### src/rtl/ctrl_pkg.sv
// ctrl_pkg: shared state enum and default widths for the column dot-product controller
package ctrl_pkg;
  localparam int DATA_W   = 32;
  localparam int VLEN_DEF = 16;
  typedef enum logic {RUN, DONE} state_e;
endpackage

### src/rtl/ctrl_mac.sv
// ctrl_mac: multiply-accumulate with group clear; CTRL_SAT_EN selects saturating instead of wrapping arithmetic
module ctrl_mac #(
  parameter int DATA_W = ctrl_pkg::DATA_W
) (
  input  logic              Clk,
  input  logic              Rst,
  input  logic              en,
  input  logic              clr,
  input  logic              last,
  input  logic [DATA_W-1:0] a,
  input  logic [DATA_W-1:0] b,
  output logic [DATA_W-1:0] sum
);
  logic [DATA_W-1:0] acc_q, acc_d, base;
`ifdef CTRL_SAT_EN
  logic [2*DATA_W-1:0] prod;
  logic [DATA_W-1:0]   prod_s;
  logic [DATA_W:0]     sum_w;
  // saturating product and sum; the accumulator restarts at the first element of a group
  always_comb begin
    base   = clr ? '0 : acc_q;
    prod   = (2*DATA_W)'(a) * (2*DATA_W)'(b);
    prod_s = |prod[2*DATA_W-1:DATA_W] ? '1 : prod[DATA_W-1:0];
    sum_w  = {1'b0, base} + {1'b0, prod_s};
    sum    = sum_w[DATA_W] ? '1 : sum_w[DATA_W-1:0];
    acc_d  = en ? (last ? '0 : sum) : acc_q;
  end
`else
  logic [DATA_W-1:0] prod;
  // wrapping product and sum; the accumulator restarts at the first element of a group
  always_comb begin
    base  = clr ? '0 : acc_q;
    prod  = a * b;
    sum   = base + prod;
    acc_d = en ? (last ? '0 : sum) : acc_q;
  end
`endif
  // accumulator register, cleared once a group's result has been taken
  always_ff @(posedge Clk) begin
    if (Rst) acc_q <= '0;
    else     acc_q <= acc_d;
  end
endmodule

### src/rtl/control.sv
// control: streams a column against a cyclically reused v vector, emitting one dot product per group; CTRL_SAT_EN enables saturating arithmetic
module control #(
  parameter int VLEN   = ctrl_pkg::VLEN_DEF,
  parameter int DATA_W = ctrl_pkg::DATA_W
) (
  input  logic              Clk,
  input  logic [DATA_W-1:0] v_values_base,
  input  logic [DATA_W-1:0] wdata_col_base,
  output logic [DATA_W-1:0] addr1,
  output logic [DATA_W-1:0] addr2,
  input  logic [DATA_W-1:0] dataIn1,
  input  logic [DATA_W-1:0] dataIn2,
  input  logic              Rst,
  input  logic [DATA_W-1:0] csize,
  input  logic              RD,
  output logic [DATA_W-1:0] result,
  output logic              result_valid,
  output logic              done
);
  import ctrl_pkg::*;
  localparam int KW = VLEN > 1 ? $clog2(VLEN) : 1;
  state_e            state_q, state_d;
  logic [DATA_W-1:0] idx_q, idx_d, result_q, result_d, sum;
  logic [KW-1:0]     k_q, k_d;
  logic              valid_q, valid_d, step, last_el, last_grp;
  assign addr1        = wdata_col_base + idx_q;
  assign addr2        = v_values_base + DATA_W'(k_q);
  assign result       = result_q;
  assign result_valid = valid_q;
  assign done         = state_q == DONE;
  ctrl_mac #(.DATA_W(DATA_W)) u_mac (
    .Clk (Clk),
    .Rst (Rst),
    .en  (step),
    .clr (k_q == '0),
    .last(last_grp),
    .a   (dataIn1),
    .b   (dataIn2),
    .sum (sum)
  );
  // one element per enabled cycle; counters freeze on the final element so the addresses hold
  always_comb begin
    step     = state_q == RUN && RD;
    last_el  = idx_q == csize - 1'b1;
    last_grp = k_q == KW'(VLEN - 1) || last_el;
    state_d  = step && last_el ? DONE : state_q;
    idx_d    = step && !last_el ? idx_q + 1'b1 : idx_q;
    k_d      = step && !last_el ? (k_q == KW'(VLEN - 1) ? '0 : k_q + 1'b1) : k_q;
    result_d = step && last_grp ? sum : result_q;
    valid_d  = step && last_grp;
  end
  // state and counter registers; an empty column goes straight to DONE out of reset
  always_ff @(posedge Clk) begin
    if (Rst) begin
      state_q  <= csize != '0 ? RUN : DONE;
      idx_q    <= '0;
      k_q      <= '0;
      result_q <= '0;
      valid_q  <= 1'b0;
    end else begin
      state_q  <= state_d;
      idx_q    <= idx_d;
      k_q      <= k_d;
      result_q <= result_d;
      valid_q  <= valid_d;
    end
  end
endmodule

### config.mk
export PLATFORM = sky130hd
export DESIGN_NAME = control
export DESIGN_NICKNAME = d
export VERILOG_FILES = /design/src/rtl/ctrl_pkg.sv /design/src/rtl/ctrl_mac.sv /design/src/rtl/control.sv
export SDC_FILE = /design/constraint.sdc
export NUM_CORES = 2
export LEC_CHECK = 0
export CORE_UTILIZATION = 45
export DETAILED_ROUTE_END_ITERATION = 10
export PLACE_DENSITY_LB_ADDON = 0.15
export SLEW_MARGIN = 10
export SYNTH_ARGS = -nofsm -noshare
export SYNTH_HDL_FRONTEND = slang
export SYNTH_SLANG_ARGS = --single-unit
### constraint.sdc
create_clock -name Clk -period 7.66 [get_ports Clk]
set_input_delay 1.149 -clock Clk [delete_from_list [all_inputs] [get_ports Clk]]
set_output_delay 1.149 -clock Clk [all_outputs]
set_load 0.01 [all_outputs]
==> run metrics <==
top cell type's share of synthesized area=36.53%; Synth area leader=fa_1; initial antenna violation count=3; dpl ws=-0.9730 ns; WS Path Type=input port to register; Hold/Removal Path Class=register to register; flop2flop setup slack=roughly 0.23 ns; CP Launch Point=dataIn1[21]; clk_lat worst skew=approximately 0.36 ns; met2 Track Usage GR=47.08%; Initial Util=45.70%; layout cells sized above 1=14.62%; vias in the first global route=about 21000; HPWL Detailed=59200 um; crit-path max FO=4; Num CTS Buffers=9; Setup Skew=0.008188 ns; first-pass GRT wire length=roughly 120000 um; fin util=between 50 and 60%; violated checks=DRC; Final Setup Violations=0; Starting DRT DRC Count=1157; Mapped Nets=around 3500; remaining antenna violation count=0; post-synthesis sequential area ratio=8.511%; Pins Over Slew Limit=0; endpoint type of the worst setup path=register; Synth cell types=70; # hold bufs at CTS=0; Post-synth ARST share=0%; worst reg2reg path depth=31; r2r endpoint=u_mac.acc_q[23]; RSZ-0062 raised after global routing=yes; Syn Area/Cell=8.707 um^2; grt peak-use layer=met2; pin count of the biggest net entering global routing=about 110; Max-Cap Viols=0; Slew headroom=23.16%; CP Launch Type=input port; post-DR vias/cell=5.227; total core area=52760 um^2; Clock transition at path regs=0.08 ns; # DRC=4; Mapped Area=24110 um^2; required time of the critical path=7.86 ns; total track usage=27.58%; post-synthesis register bit count=102; met3 Usage GRT=6.311%; root buf cell=clkbuf_16; setup ws final=~0.073 ns; Post-synth EDFFs=1; # nets final=3956; Overflow after GRT=0; Final period util=99.05%; row count=84; Worst Max-Slew Pin Slew=1.153 ns; Synth area leaders=fa_1, and2_1, ha_1, dfxtp_1, inv_1; Die H=233.5 um; clk sink count=102; Worst Path Arrival=7.79 ns; Synth warnings=0; M1 GR Usage=34.99%; Post-synth top flop=dfxtp_1; drt wl/cell=19.07 um; CTS tree=yes; post-synthesis cell count=2769; # IOs=261; area added between synthesis and finish=27.93%; first drt pass iteration count=8; Fin Setup TNS=0 ns; status=finished with violations; WL final=74050 um; Fmax achieved=131.8 MHz; Clock Path Buffers=2; Vias=a little over 20000; Final min period=7.587 ns; Routability Congestion=0.9136; r2r startpoint=k_q[0]; H-tree depth=3; CP Capture Point=u_mac.acc_q[30]; Die Wd=233.5 um; Final Hold Violating Endpoints=0; port bufs=260; Die Area=54510 um^2
## area by class of cell
| type | count | area [um^2] |
|---|---|---|
| Antenna cell | 2 | 5.005 |
| Clock buffer | 9 | 225.2 |
| Clock inverter | 7 | 70.07 |
| Fill cell | 4716 | 21920 |
| Inverter | 504 | 1892 |
| Multi-Input combinational cell | 2037 | 20140 |
| Sequential cell | 102 | 2052 |
| Tap cell | 688 | 860.8 |
| Timing Repair Buffer | 535 | 5599 |
## stage by stage
stage	hold WS, ns	instance area [um^2]	cells
after floorplan	0.4688	24110	2769
after global placement	0.4791	28890	3791
after detailed placement	0.4817	28890	3791
after CTS	0.5051	30200	3844
after global routing	0.5237	30840	3884
final	0.5010	30840	3884
## synthesized netlist by cell type (3+ instances only)
library cell  count
nand4_2           3
a2111oi_0         3
or4_1            13
o31ai_1           7
buf_2             7
o21ai_0          36
clkbuf_1        115
o21bai_1         11
and3_1           18
and2_1          344
fa_1            440
a211oi_1          4
mux2i_1          36
nor3_1           19
a21o_1           18
o41ai_1           4
a311oi_1          4
dfxtp_1         101
ha_1            164
or3_1             8
nor2_1          153
o21a_1            8
nor3b_1           3
nor4_2            5
inv_1           504
a31oi_1          10
a41o_1            3
nand4_1          21
a22oi_1          32
nor2b_1          17
nor4_4            3
o211ai_1          8
nor4_1           12
nand2b_1         16
buf_6             3
nand3_1          31
xor2_1           54
a21oi_1          57
xnor2_1         158
nor4b_1           3
nand2_1         268
and4_1            8
## logic make-up (layout without fill, tap and decap cells)
kind of cell,after synthesis,after routing,share of synthesized area [%]
simple gates,955,955,20.83
buf+inv,630,1055,9.953
fa+ha+maj,604,604,45.04
compound gates,228,228,6.378
xor+xnor,212,212,7.701
flops,102,102,8.511
mux,38,38,1.588
other cells,0,2,0
## cell usage in the layout (no fill, tap or decap), drive strengths merged, types with 14 or more instances in the layout
master         Yosys  final
nor2             153    153
nand2b            16     16
xnor2            158    158
a22oi             32     32
nand3             33     33
buf               11    273
xor2              54     54
ha               164    164
clkbuf           115     20
nand2            269    269
inv              504    510
mux2i             36     36
or4               14     14
and3              18     18
nor3              19     19
o21ai             36     36
a21o              18     18
and2             344    344
clkdlybuf4s50      0    218
a21oi             58     58
fa               440    440
nand4             24     24
nor2b             17     17
dfxtp            101    101
nor4              20     20
## how the worst min path moves through the flow
stage,startpoint,end,slack [ns],depth (start not counted)
floorplan,u_mac.acc_q[0],u_mac.acc_q[0],0.47,2
global placement,result[5],result[5],0.48,2
detailed placement,result[4],result[4],0.48,2
CTS,result[4],result[4],0.51,2
global route,result[6],result[6],0.52,2
finish,u_mac.acc_q[5],u_mac.acc_q[5],0.50,2
## critical path: stages
cell             delay (ns)
clkdlybuf4s15_1        0.29
and2_1                 0.25
fa_1                   0.50
fa_1                   0.51
fa_1                   0.54
inv_2                  0.04
fa_1                   0.55
inv_2                  0.04
fa_1                   0.48
fa_1                   0.51
fa_1                   0.49
inv_1                  0.05
fa_1                   0.52
inv_2                  0.06
ha_4                   0.22
a21o_1                 0.17
a21oi_2                0.14
nor2b_2                0.06
a311oi_2               0.27
nand2_1                0.14
a31oi_4                0.21
o31ai_2                0.09
a21oi_1                0.18
xnor2_1                0.10
a22oi_1                0.16
nor2_1                 0.06
## metal layers
layer | wire length, um | share of wire (%) | vias to the layer above
met5 | 0 | 0 | -
met4 | 1974 | 2.7 | 0
met1 | 30620 | 41 | 10280
met3 | 5092 | 6.9 | 103
met2 | 36360 | 49 | 543
li1 | - | - | 9373
## what timing repair did
action | 4_1_cts | 5_1_grt
gates cloned | 14 | 4
endpoints found under the setup margin | 24 | 25
buffers inserted | 26 | 35
pin swaps | 85 | 115
resized for setup | 174 | 153
## registers in the layout, indices dropped and copies added, names as in the netlist
signal / count
result_valid: 1
done: 1
u_mac.acc_q: 32
idx_q: 32
k_q: 4
result: 32
Power is not shown: default switching activity piles up to over one toggle a cycle in this logic, so the estimate is an artifact.
